--- src/rtl/imm_pack_pkg.sv ---
// Shared definitions for immediate packing: format selectors, field widths and the
// buffered beat payload.
package imm_pack_pkg;

    localparam int unsigned INSTR_W   = 25;
    localparam int unsigned IMM_SRC_W = 3;
    localparam int unsigned VAL_W     = 32;
    localparam int unsigned BEAT_W    = INSTR_W + 1;

    typedef enum logic [IMM_SRC_W-1:0] {
        IMM_I  = 3'b000,
        IMM_S  = 3'b001,
        IMM_B  = 3'b010,
        IMM_J  = 3'b011,
        IMM_U  = 3'b100,
        IMM_SH = 3'b101
    } imm_src_e;

    typedef struct packed {
        logic [INSTR_W-1:0] imm;
        logic               err;
    } pack_beat_t;

    // True when v[31:lsb] are all equal, i.e. v survives sign-extension from bit lsb.
    function automatic logic hi_uniform(input logic [VAL_W-1:0] v, input int unsigned lsb);
        logic [VAL_W-1:0] s;
        s = $signed(v) >>> lsb;
        return (s == '0) || (s == '1);
    endfunction

endpackage

--- src/rtl/imm_pack_fifo.sv ---
// Two-entry synchronous FIFO with head/tail registers; head is presented directly,
// and full/empty are registered so ready has no path from pop.
module imm_pack_fifo #(
    parameter int unsigned W = 26
) (
    input  logic         clk,
    input  logic         rst_n,
    input  logic         push,
    input  logic [W-1:0] push_data,
    input  logic         pop,
    output logic [W-1:0] head_data,
    output logic         valid,
    output logic         ready
);

    logic [W-1:0] head_q, head_d;
    logic [W-1:0] tail_q, tail_d;
    logic [1:0]   cnt_q, cnt_d;
    logic         valid_q, valid_d;
    logic         ready_q, ready_d;
    logic         do_push, do_pop;

    always_comb begin
        head_d  = head_q;
        tail_d  = tail_q;
        cnt_d   = cnt_q;
        do_push = push && ready_q;
        do_pop  = pop && valid_q;
        case ({do_push, do_pop})
            2'b10: begin
                if (cnt_q == 2'd0) head_d = push_data;
                else               tail_d = push_data;
                cnt_d = cnt_q + 2'd1;
            end
            2'b01: begin
                head_d = tail_q;
                cnt_d  = cnt_q - 2'd1;
            end
            2'b11: begin
                // Occupancy is 1 here; the new beat replaces the departing head.
                if (cnt_q == 2'd1) begin
                    head_d = push_data;
                end else begin
                    head_d = tail_q;
                    tail_d = push_data;
                end
            end
            default: ;
        endcase
        valid_d = (cnt_d != 2'd0);
        ready_d = (cnt_d != 2'd2);
    end

    always_ff @(posedge clk) begin
        if (!rst_n) begin
            head_q  <= '0;
            tail_q  <= '0;
            cnt_q   <= 2'd0;
            valid_q <= 1'b0;
            ready_q <= 1'b1;
        end else begin
            head_q  <= head_d;
            tail_q  <= tail_d;
            cnt_q   <= cnt_d;
            valid_q <= valid_d;
            ready_q <= ready_d;
        end
    end

    assign head_data = head_q;
    assign valid     = valid_q;
    assign ready     = ready_q;

endmodule

--- src/rtl/imm_pack.sv ---
// Scatters an immediate into its instr[31:7] bit positions for the selected format,
// flags unrepresentable values, and buffers results in a 2-entry FIFO.
module imm_pack
    import imm_pack_pkg::*;
#(
    parameter int unsigned CNT_W = 16
) (
    input  logic               clk,
    input  logic               reset,
    input  logic               in_valid,
    output logic               in_ready,
    input  logic [2:0]         ImmSrc,
    input  logic [31:0]        ImmVal,
    input  logic [INSTR_W-1:0] Base,
    output logic               out_valid,
    input  logic               out_ready,
    output logic [INSTR_W-1:0] Imm,
    output logic               RangeErr,
    output logic [CNT_W-1:0]   ErrCount
);

    pack_beat_t       pack_c;
    pack_beat_t       head_beat;
    logic             accept;
    logic [CNT_W-1:0] err_cnt_q, err_cnt_d;

    // Field scatter and range check; truncated bits are packed even on error.
    always_comb begin
        pack_c.imm = Base;
        pack_c.err = 1'b0;
        case (ImmSrc)
            IMM_I: begin
                pack_c.imm[24:13] = ImmVal[11:0];
                pack_c.err        = !hi_uniform(ImmVal, 11);
            end
            IMM_S: begin
                pack_c.imm[24:18] = ImmVal[11:5];
                pack_c.imm[4:0]   = ImmVal[4:0];
                pack_c.err        = !hi_uniform(ImmVal, 11);
            end
            IMM_B: begin
                pack_c.imm[24]    = ImmVal[12];
                pack_c.imm[23:18] = ImmVal[10:5];
                pack_c.imm[4:1]   = ImmVal[4:1];
                pack_c.imm[0]     = ImmVal[11];
                pack_c.err        = !hi_uniform(ImmVal, 12) || ImmVal[0];
            end
            IMM_J: begin
                pack_c.imm[24]    = ImmVal[20];
                pack_c.imm[23:14] = ImmVal[10:1];
                pack_c.imm[13]    = ImmVal[11];
                pack_c.imm[12:5]  = ImmVal[19:12];
                pack_c.err        = !hi_uniform(ImmVal, 20) || ImmVal[0];
            end
            IMM_U: begin
                pack_c.imm[24:5] = ImmVal[31:12];
                pack_c.err       = (ImmVal[11:0] != 12'd0);
            end
            IMM_SH: begin
                pack_c.imm[17:13] = ImmVal[4:0];
                pack_c.err        = (ImmVal[31:5] != 27'd0);
            end
            default: begin
                pack_c.err = 1'b1;
            end
        endcase
    end

    assign accept = in_valid && in_ready;

    always_comb begin
        err_cnt_d = err_cnt_q;
        if (accept && pack_c.err && (err_cnt_q != '1)) begin
            err_cnt_d = err_cnt_q + CNT_W'(1);
        end
    end

    always_ff @(posedge clk) begin
        if (!reset) err_cnt_q <= '0;
        else        err_cnt_q <= err_cnt_d;
    end

    imm_pack_fifo #(
        .W (BEAT_W)
    ) u_fifo (
        .clk       (clk),
        .rst_n     (reset),
        .push      (in_valid),
        .push_data (pack_c),
        .pop       (out_ready),
        .head_data (head_beat),
        .valid     (out_valid),
        .ready     (in_ready)
    );

    assign Imm      = head_beat.imm;
    assign RangeErr = head_beat.err;
    assign ErrCount = err_cnt_q;

endmodule

--- config.mk ---
export PLATFORM = sky130hd
export DESIGN_NAME = imm_pack
export DESIGN_NICKNAME = d
export VERILOG_FILES = /design/src/rtl/imm_pack_pkg.sv /design/src/rtl/imm_pack_fifo.sv /design/src/rtl/imm_pack.sv
export SDC_FILE = /design/constraint.sdc
export NUM_CORES = 1
export LEC_CHECK = 0
export BUFFER_PORTS_ARGS = -buffer_cell sky130_fd_sc_hd__buf_2
export CORE_ASPECT_RATIO = 1.2
export CORE_UTILIZATION = 50
export CTS_BUF_LIST = sky130_fd_sc_hd__clkbuf_4 sky130_fd_sc_hd__clkbuf_8
export CTS_CLUSTER_DIAMETER = 200
export DETAILED_ROUTE_END_ITERATION = 12
export HOLD_SLACK_MARGIN = 0.02
export PLACE_DENSITY = 0.77
export SLEW_MARGIN = 20
export SYNTH_ARGS = -nofsm -noshare
export SYNTH_HDL_FRONTEND = slang
export SYNTH_SLANG_ARGS = --single-unit
--- constraint.sdc ---
create_clock -name clk -period 2.9 [get_ports clk]
set_clock_uncertainty 0.2 [all_clocks]
set_input_delay 0.29 -clock clk [delete_from_list [all_inputs] [get_ports clk]]
set_output_delay 0.29 -clock clk [all_outputs]
set_load 0.01 [all_outputs]
# After elaboration in Yosys (flattened, before gate mapping)
# Index checks and enable logic that the tools add are counted.
# totals
ff_bits	72
output_inout_bits	44
inputBits	64
wordCells	65
# op_classes
n_eq_ne	17
muxes	12
add_sub_neg	3
n_reduce_logical	27
# op_table
cell	count
2-to-1 mux 26 bit	4
== test 32 bit (second input constant)	3
logical NOT 32 bit	3
case mux 26 bit (3 select lines)	1
case mux 26 bit (2 select lines)	1
case mux 7 bit (4 select lines)	1
nonzero test 27 bit	1
adder 16 x 1 -> 16 bit (second input constant)	1
inequality test 16 bit (second input constant)	1
case mux 5 bit (3 select lines)	1
nonzero test 12 bit	1
case mux 5 bit (2 select lines)	1
2-to-1 mux 8 bit	1
== test 3 x 2 -> 1 bit (second input constant)	2
== test 3 bit (second input constant)	2
inequality test 2 bit (second input constant)	3
OR reduction 2 bit	3
logical OR 1 bit	5
case mux 1 bit (5 select lines)	1
== test 2 x 1 -> 1 bit (second input constant)	2
== test 2 bit (second input constant)	2
logical AND 1 bit	4
case mux 2 bit (2 select lines)	1
nonzero test 2 bit	2
10 further kinds	12

# Longest topological paths before layout
# Gate-level depths: netlist of the first run.
# depth
ltp_word	7
depth_mapped	10
mapped_depth_nobuf	9

# Hierarchy
# A second synthesis of the first run with hierarchy kept.
# unflattened
hier_cells	470
hier_area_um2	4225.3
# modules_own_cells
module	cells_per_inst	area_per_inst_um2	n_inst	seq_area_each_um2
imm_pack_fifo	238	2502.4	1	1121.1
imm_pack	232	1722.9	1	320.3

# Worst setup path after synthesis of the first run
# Ideal clock, no wire load.
# synth_timing
path_kind	register -> register
from	register u_fifo.valid_q (netlist: u_fifo.valid)
to	register u_fifo.tail_q[10]
setup_slack_ps	832
path_buffers	2
setup_ps	86
arrival_time_ps	1783
stages_incl_launch_ff	10
synth_period_minus_slack_ps	2068
t_required_ps	2614
cell_sequence	dfxtp_1 -> nand2_1 -> inv_1 -> ha_1 -> nand2_1 -> and3_1 -> clkbuf_1 -> buf_1 -> nor2_1 -> a211oi_1
# synth_via
elab_chain_cells	4
elab_cells_between_ends	8
cone_classes	eq/ne (4); mux (1); reduce/logical (3)
# synth_rtl
item	line	text
from (decl)	imm_pack_fifo.sv:19	logic valid_q, valid_d;
from (signal assigned)	imm_pack_fifo.sv:65	valid_q <= valid_d;
logical AND 1 bit (*)	imm_pack_fifo.sv:28	do_pop = pop && valid_q;
== test 2 bit	imm_pack_fifo.sv:29	case ({do_push, do_pop})
inequality test 2 bit (no line) or nonzero test 2 bit (tied branches)	--	
AND reduction 3 bit (no line)	--	
to (signal assigned)	imm_pack_fifo.sv:63	tail_q <= tail_d;
to (decl)	imm_pack_fifo.sv:17	logic [W-1:0] tail_q, tail_d;
# Every way passes the cells marked *; elsewhere a longest branch is shown, timed or not.
# A chain may end at the register's enable or synchronous reset.

# Final worst setup path of the first run
# layout_timing
from	register u_fifo.valid_q (netlist: u_fifo.valid)
to	register u_fifo.tail_q[8]
# Same word-level chain as after synthesis.

==> impl_metrics.toml, run 1 <==
[synthesis]
syn_nets = 561
syn_area_mm2 = 0.00389
synth-simple-area-share_pct = 22.8
synthMuxAreaShare_pct = 8.74
synth_cells = 490
ys_types = 48
synth_fa_ha_area_share_pct = 2.25
synth_compound_area_share_pct = 23.1
synth.largest_area_cell = "dfxtp_1"
ys_ff_latch = 72
synth_warnings = 0
syn_area_per_cell_um2 = 7.95
synth.area.top_cells = "dfxtp_1, mux2i_1, nor2_1"
synthFlopType = "dfxtp_1"
synthArstFlopShare_pct = 0
synth_edf_count = 0
yosys.area.top_type_share_pct = 37.0
synth_top_family_by_area = "compound AO/OA/AOI/OAI gates"
synth_xor_area_share_pct = 0.450
yosysSeqAreaShare_pct = 37.0

[setup_path]
r2r-start = "u_fifo.valid$_SDFF_PN0_"
cp_data_required_time_ns = 2.96
end_kind = "register"
startpoint = "u_fifo.valid$_SDFF_PN0_"
cp-endpoint = "u_fifo.tail_q[8]$_SDFFE_PN0P_"
worstRegToRegCells = 8
r2r_setup_slack_ns = 0.70
crit_path_start_kind = "register"
crit-reg2reg-capture = "u_fifo.tail_q[8]$_SDFFE_PN0P_"
worstSetupPathType = "register to register"
cp_max_fo = 28
cp.arrival_ns = 2.26

[sta]
finalCritPeriodShare_pct = 76.0
relSlewSlack_pct = 57.4
tns_ns = 0
grt_setup_unrepaired = "false"
hold_viol_final = 0
fin_crit_ns = 2.20
fmax_mhz = 454
worst_hold_slack_ns = 0.0691
worst_slack_ns = 0.697
finalMaxSlewViolations = 0
setup_viol = 0
max_slew.worst_pin.slew_ns = 0.638

[cts]
cts-root-buf = "clkbuf_8"
ctsHoldBuffers = 0
cts_made_buffers = 9
htree_levels = 3
cts.repair.resized = 0
clockBufferDepth = 2
numClockSinks = 72
clkSlewWorstSetupHoldPaths_ns = 0.07
cts_tree = "yes"
insertion_delay_ns = 0.34
postCtsSetupBuffers = 0

[route]
drtIter0Drc = 180
via_count = 3958
post_drt_wl_per_cell_um = 15.1
dr.pass1.iters = 5
wirelength_um = 10200
detail-route-antenna-nets = 0
vias_per_cell = 5.85
drc = 0

[global_route]
grt_overflow_total = 0
grt_use_total_pct = 25.6
grt_pass1_vias = 3532
grt_max_degree = 35
grt_pass1_wl_um = 16200
grt_antenna_before_repair = 0

[place]
dp_hpwl_um = 7370
post-place-ws_ns = 0.425
gp_congestion = 0.879
io_buffers = 107

[die]
rows = 34
start_util_pct = 52.6
chipWidth_um = 82.6
dieArea_mm2 = 0.00815
core_area_mm2 = 0.00740
io_pins = 108
die-height_um = 98.7

[final_layout]
nFillCells = 663
num-nets-final = 653
num_antenna_cells = 0
ff_latch_area_mm2 = 0.00144
multiInputGateArea_mm2 = 0.00225
drive_gt1_share_pct = 25.6
post-route-util_pct = 63.1
syn_to_final_growth_pct = 19.9

[power]
ir_drop_mv = 0.292
power_density_mw_per_mm2 = 546
power_mw = 2.55
leakagePower_nw = 1.98

[flow_run]
drv_cap = 0

[min_path]
hp-class = "input pin to register"

[outcome]
status = "completed"
## cells in the final DEF, fill, tap and decap left out, types with 11 or more instances in the layout
master / netlist / final
or4_1: 13 / 13
nor3_1: 11 / 11
o21ai_0: 14 / 14
nand2_1: 42 / 42
a211oi_1: 29 / 29
nor2_1: 74 / 73
o211ai_1: 11 / 11
mux2i_1: 34 / 34
dfxtp_1: 72 / 72
buf_2: 8 / 107
a22oi_1: 13 / 13
o31ai_1: 12 / 12
a21oi_1: 47 / 46
## area by class of cell
type | instances | share of cell area (%)
clock inverter | 5 | 1.21
tap | 90 | 2.41
clock buffer | 11 | 3.11
timing repair buffer | 117 | 13.3
inverter | 12 | 0.964
multi-input combinational | 370 | 48.1
sequential | 72 | 30.9
## per-layer routing
| layer | GRT usage, % | routed length [µm] | vias up |
|---|---|---|---|
| met5 | 0 | 0 | - |
| met3 | 6.20 | 750 | 14 |
| met2 | 42.1 | 4880 | 150 |
| li1 | - | - | 1980 |
| met4 | 8.75 | 169 | 0 |
| met1 | 32.1 | 4430 | 1814 |
## power breakdown
group          internal, mW  switching (mW)  leakage (nW)
clock                 0.429           0.374         0.103
combinational         0.245           0.358          1.29
sequential             1.09          0.0528         0.593
total                  1.77           0.785          1.98
## synth_stat cells (12+ instances only)
| master | n |
|---|---|
| nand2_1 | 42 |
| a21oi_1 | 47 |
| mux2i_1 | 34 |
| a211oi_1 | 29 |
| clkbuf_1 | 21 |
| nor2_1 | 74 |
| dfxtp_1 | 72 |
| or4_1 | 13 |
| o31ai_1 | 12 |
| a22oi_1 | 13 |
| o21ai_0 | 14 |
## state kept, by name, indices dropped and copies added (netlist names)
signal	count
u_fifo.cnt_q	2
u_fifo.ready	1
u_fifo.tail_q	26
u_fifo.head_data	26
ErrCount	16
u_fifo.valid	1
## worst min path at each step
stage	slack, ns	endpoint	cells past startpoint	from
floorplan	0.21	u_fifo.tail_q[14]$_SDFFE_PN0P_	1	reset
global placement	0.24	u_fifo.tail_q[21]$_SDFFE_PN0P_	2	u_fifo.tail_q[21]$_SDFFE_PN0P_
detailed placement	0.25	u_fifo.tail_q[24]$_SDFFE_PN0P_	2	u_fifo.tail_q[24]$_SDFFE_PN0P_
CTS	0.06	u_fifo.cnt_q[1]$_SDFF_PN0_	3	reset
global route	0.06	u_fifo.head_data[14]$_SDFFE_PN0P_	2	reset
finish	0.07	u_fifo.head_data[14]$_SDFFE_PN0P_	2	reset
## critical path, stage by stage, from the launching register on
cell      delay [ns]
dfxtp_1         0.31
nand2_1         0.15
inv_1           0.11
ha_1            0.25
nand2_1         0.13
and3_1          0.45
buf_12          0.23
nor2_1          0.06
a211oi_1        0.22
## cell families (layout without fill, tap and decap cells)
| family | after synthesis | after routing |
|---|---|---|
| xor+xnor | 2 | 2 |
| compound gates | 139 | 139 |
| simple gates | 188 | 188 |
| buf+inv | 48 | 145 |
| mux | 34 | 34 |
| fa+ha+maj | 7 | 7 |
| flops | 72 | 72 |
## per-stage QoR
step | cell area, µm² | instances
after global placement | 4470 | 661
after CTS | 4670 | 677
after floorplan | 3890 | 490
final | 4670 | 677
after global routing | 4670 | 677
after detailed placement | 4470 | 661
No activity file was read; power rests on OpenSTA's default activity.
==> run 2: changes to the inputs <==
- clock period: 2.9 -> 2.15 ns (I/O delays scaled with it)
==> impl_metrics.toml, run 2 (same netlist as run 1, synthesis figures left out) <==
[cts]
clockBufferDepth = 2
numClockSinks = 72
cts-root-buf = "clkbuf_8"
cts_tree = "yes"
clkSlewWorstSetupHoldPaths_ns = 0.08
htree_levels = 3
insertion_delay_ns = 0.35
cts_made_buffers = 9

[route]
post_drt_wl_per_cell_um = 15.1
dr.pass1.iters = 5
via_count = 4103
drtIter0Drc = 157
drc = 0
detail-route-antenna-nets = 0
vias_per_cell = 5.84
wirelength_um = 10600

[sta]
setup_viol = 0
fin_crit_ns = 2.06
max_slew.worst_pin.slew_ns = 0.467
fmax_mhz = 485
hold_viol_final = 0
finalMaxSlewViolations = 0
grt_setup_unrepaired = "true"
relSlewSlack_pct = 68.6
finalCritPeriodShare_pct = 95.9

[setup_path]
cp_slowest_cell = "or4_1"
crit_buf_inv = 1
critical_path.top_delay_family = "simple AND/OR/NAND/NOR gates"
cp_slowest_stage_delay_ns = 0.50
worstSetupPathType = "register to register"
cp_max_fo = 17
crit_path_cell_trace = "and4_1 -> and3_1 -> nand2_2 -> o31ai_2 -> buf_4 -> or4_1 -> a21oi_2"
cp_data_required_time_ns = 2.24
cp.arrival_ns = 2.16
end_kind = "register"
crit_path_start_kind = "register"

[final_layout]
num_antenna_cells = 0
final_cell_mix = "buf_2, nor2_1, dfxtp_1"
syn_to_final_growth_pct = 27.8
num-nets-final = 679
drive_gt1_share_pct = 29.2
nFillCells = 639
final_cell_area_mm2 = 0.00498
mostFrequentLayoutCell = "buf_2"

[place]
placed_area_mm2 = 0.00469
dp_hpwl_um = 7620
gp_congestion = 0.916
io_buffers = 107

[die]
io_pins = 108
chipWidth_um = 82.6
die-height_um = 98.7
start_util_pct = 52.6
rows = 34
core_area_mm2 = 0.00740
dieArea_mm2 = 0.00815

[flow_run]
drv_cap = 0

[global_route]
grt_pass1_vias = 3750
grt_pass1_wl_um = 17000
grt_overflow_total = 0
grt_use_total_pct = 27.0
grt_max_degree = 53
grt_antenna_before_repair = 0

[power]
leakagePower_nw = 2.15
power_density_mw_per_mm2 = 754
power_mw = 3.75
ir_drop_mv = 0.439

[min_path]
hp-class = "input pin to register"

[outcome]
status = "completed"
[run 2: cell types whose count changed in the layout (fill, tap and decap cells not counted), moves of 2 or more]
cell,previous run,this run
bufinv_16,1,3
a21oi_1,46,44
buf_4,9,31
a21oi_2,2,4
buf_12,1,4
[run 2: worst paths after layout]
check,to,slack [ns],depth (start not counted),startpoint
hold reg to reg,u_fifo.tail_q[19]$_SDFFE_PN0P_,0.26,2,u_fifo.tail_q[19]$_SDFFE_PN0P_
setup / recovery,ErrCount[9]$_SDFFE_PN0P_,0.09,7,ErrCount[5]$_SDFFE_PN0P_
hold / removal,u_fifo.tail_q[5]$_SDFFE_PN0P_,0.06,3,Base[4]
setup reg to reg,ErrCount[9]$_SDFFE_PN0P_,0.09,7,ErrCount[5]$_SDFFE_PN0P_
[run 2: worst min-delay path: cells and delay by family]
family / cells / cell delay [ns]
AOI/OAI and AO/OA: 1 / 0.10
buffers and inverters: 1 / 0.10
muxes: 1 / 0.16
[run 2: cell type report]
class | count | area, µm² | area share [%]
Clock buffer | 11 | 151 | 3.04
Clock inverter | 5 | 103 | 2.06
Inverter | 12 | 45.0 | 0.905
Multi-Input combinational cell | 370 | 2260 | 45.5
Sequential cell | 72 | 1440 | 29.0
Tap cell | 90 | 113 | 2.26
Timing Repair Buffer | 143 | 858 | 17.2
[run 2: what timing repair did]
| action | CTS | global route |
|---|---|---|
| resized for setup | 0 | 4 |
| endpoints found under the hold margin | 6 | 0 |
| setup endpoints to repair | 0 | 9 |
| hold buffers | 1 | 0 |
| buffers inserted | 0 | 1 |
[run 2: metrics by stage]
stage	std cells	TNS, ns	utilization, %	setup WS, ns	hold WS [ns]
3_3_place_gp	685	-0.609	63.3	-0.0618	0.242
2_1_floorplan	490	0	-	0.0816	0.137
4_1_cts	702	0	66.9	0.0880	0.0548
6_report	703	0	67.2	0.0872	0.0646
3_5_place_dp	685	-1.51	63.3	-0.125	0.248
5_1_grt	703	-0.00929	67.2	-0.00485	0.0796
[run 2: power breakdown]
group	total, mW	switching (mW)	internal [mW]
registers	1.54	0.0702	1.47
logic	0.867	0.497	0.370
clock network	1.34	0.509	0.832
[run 2: layer usage]
metal / share of wire [%] / up-vias / wire [µm] / global-route usage, %
li1: - / 2033 / - / -
met1: 42 / 1899 / 4480 / 32.9
met2: 50 / 145 / 5280 / 45.4
met3: 5.8 / 26 / 618 / 4.07
met4: 2.5 / 0 / 261 / 13.1
met5: 0 / - / 0 / 0
==> run 3: changes to the inputs <==
- PLACE_DENSITY: 0.77 -> 0.76
- SYNTH_HIERARCHICAL: not set -> 1
==> impl_metrics.toml, run 3 <==
[sta]
setup_viol = 0
fmax_mhz = 477
max_slew.worst_pin.slew_ns = 0.686
relSlewSlack_pct = 54.1
hold_viol_final = 0
fin_crit_ns = 2.10
finalCritPeriodShare_pct = 97.5
worst_hold_slack_ns = 0.0810
tns_ns = 0
grt_setup_unrepaired = "true"
finalMaxSlewViolations = 0

[outcome]
status = "completed"

[final_layout]
drive_gt1_share_pct = 38.0
syn_to_final_growth_pct = 28.0
ff_latch_area_mm2 = 0.00144
mostFrequentLayoutCell = "buf_2"
multiInputGateArea_mm2 = 0.00266
num_antenna_cells = 0
final_cell_mix = "buf_2, dfxtp_1, nor2_1"
final_cell_area_mm2 = 0.00541
finalNonFillerCells = 722
num-nets-final = 674
nFillCells = 670

[die]
rows = 36
chipWidth_um = 85.9
io_pins = 108
die-height_um = 103
start_util_pct = 51.8
core_area_mm2 = 0.00815
dieArea_mm2 = 0.00882

[synthesis]
synthFlopType = "dfxtp_1"
ys_ff_latch = 72
synth_cells = 470
synth.area.top_cells = "dfxtp_1, mux2i_1, a221oi_2"
yosysSeqAreaShare_pct = 34.1
syn_area_mm2 = 0.00423
synth.largest_area_cell = "dfxtp_1"
synth.most_common_cell = "dfxtp_1"
synth_commonest_cells = "dfxtp_1, nor2_1, mux2i_1, o21ai_0, nand2_1"
syn_area_per_cell_um2 = 8.99
synth_edf_count = 0
synth_warnings = 6
ys_types = 56
syn_nets = 541
yosys.area.top_type_share_pct = 34.1
synthArstFlopShare_pct = 0

[setup_path]
cp_data_required_time_ns = 2.18
crit_path_cell_trace = "nand4_1 -> nor4_4 -> or2_4 -> a2bb2oi_2 -> a21oi_1 -> xnor2_1 -> nor2_1"
cp_max_fo = 5
end_kind = "register"
crit_buf_inv = 0
cp_slowest_cell = "dfxtp_1"
cp.arrival_ns = 2.12
cp_slowest_stage_delay_ns = 0.37
crit_path_start_kind = "register"
critical_path.top_delay_family = "simple AND/OR/NAND/NOR gates"
worstSetupPathType = "register to register"

[route]
dr.pass1.iters = 4
drtIter0Drc = 202
vias_per_cell = 5.60
via_count = 4042
post_drt_wl_per_cell_um = 16.2
drc = 0
wirelength_um = 11700
detail-route-antenna-nets = 0

[power]
p_sw_share_pct = 30.8
power_frac_comb_pct = 27.4
leakagePower_nw = 2.46
p_int_mw = 2.67
p_seq_share_pct = 40.8
ir_drop_mv = 0.488
clock_power_share_pct = 31.8
power_density_mw_per_mm2 = 714
switching_power_mw = 1.19

[place]
io_buffers = 107
placed_area_mm2 = 0.00507
gp_congestion = 0.914
dp_hpwl_um = 8230
dp.cells = 701

[cts]
htree_levels = 3
numClockSinks = 72
cts_made_buffers = 9
cts_tree = "yes"
clockBufferDepth = 2
cts-root-buf = "clkbuf_8"
insertion_delay_ns = 0.35
clkSlewWorstSetupHoldPaths_ns = 0.07

[global_route]
grt_pass1_vias = 3787
grt_use_total_pct = 26.2
grt_overflow_total = 0
grt_pass1_wl_um = 18200
grt_antenna_before_repair = 0
grt_max_degree = 54

[min_path]
hp-class = "input pin to register"

[flow_run]
drv_cap = 0
==> run 3: cell types whose count changed in the layout (fill, tap and decap cells not counted), sizes merged, moves of 10 or more <==
cell    previous run  this run
nor2b              0        30
a21oi             49        20
a221oi             1        26
a211oi            29         5
mux2               0        17
o21ai             18        35
a22oi             13         0
o31ai             13         0
nor2              77        66
o211ai            11         0
or4               13         2
nand2             43        33
==> run 3: cell families (layout without fill, tap and decap cells) <==
kind of cell / after synthesis / in the layout / synth area share, %
simple gates: 180 / 180 / 22.0
compound gates: 102 / 103 / 19.7
flops: 72 / 72 / 34.1
mux: 60 / 60 / 14.7
buf+inv: 38 / 175 / 5.15
xor+xnor: 11 / 11 / 2.28
fa+ha+maj: 7 / 7 / 2.07
==> run 3: final timing paths <==
| path | start | to | slack (ns) | cells past startpoint |
|---|---|---|---|---|
| worst max-delay path | ErrCount[14]$_SDFFE_PN0P_ | ErrCount[14]$_SDFFE_PN0P_ | 0.05 | 7 |
| worst min-delay path | Base[4] | u_fifo/head_data[5]$_SDFFE_PN0P_ | 0.08 | 4 |
| worst max register to register | ErrCount[14]$_SDFFE_PN0P_ | ErrCount[14]$_SDFFE_PN0P_ | 0.05 | 7 |
| worst min register to register | u_fifo/head_data[14]$_SDFFE_PN0P_ | u_fifo/head_data[14]$_SDFFE_PN0P_ | 0.31 | 2 |
==> run 3: final cells by class <==
class,count,share of cell area [%]
well taps,114,2.64
repair buffers,152,16.9
clock buffers,11,2.80
clock inverters,5,1.46
inverters,7,0.486
flip-flops and latches,72,26.6
multi-input cells,361,49.1
==> run 3: timing repair <==
action / CTS / global route
hold buffers: 1 / 0
resized for setup: 4 / 6
endpoints found under the hold margin: 3 / 0
pin swaps: 1 / 4
endpoints found under the setup margin: 7 / 15
gates cloned: 1 / 0
buffers inserted: 0 / 3
==> run 3: per-stage QoR <==
stage / setup WS (ns) / util [%] / power, mW
finish: 0.0546 / 66.3 / 3.86
global route: -0.0723 / 66.3 / 4.05
global placement: -0.0776 / 62.2 / 2.58
detailed placement: -0.111 / 62.2 / 2.62
CTS: -0.00776 / 65.7 / 3.86
floorplan: 0.0124 / - / 2.26
==> run 3: routing by layer <==
layer	global-route usage [%]	routed length (µm)	part of all wire (%)	vias up
met5	0	0	0	-
met4	11.5	266	2.3	0
met3	4.72	570	4.9	24
met2	45.1	6020	51	138
met1	32.1	4860	41	1924
li1	-	-	-	1956
==> run 3: worst min-delay path: cells and delay by family <==
kind	cells	cell delay (ns)
AO/OA/AOI/OAI	1	0.06
multiplexers	1	0.16
AND/OR/NAND/NOR	1	0.09
buffers and inverters	1	0.07
==> run 3: power by group through the flow <==
| stage | combinational, mW | sequential, mW | clock (mW) |
|---|---|---|---|
| floorplan | 0.625 | 1.64 | 0 |
| global placement | 0.990 | 1.59 | 0 |
| detailed placement | 1.02 | 1.60 | 0 |
| CTS | 1.04 | 1.58 | 1.25 |
| global route | 1.15 | 1.59 | 1.31 |
| finish | 1.06 | 1.58 | 1.23 |
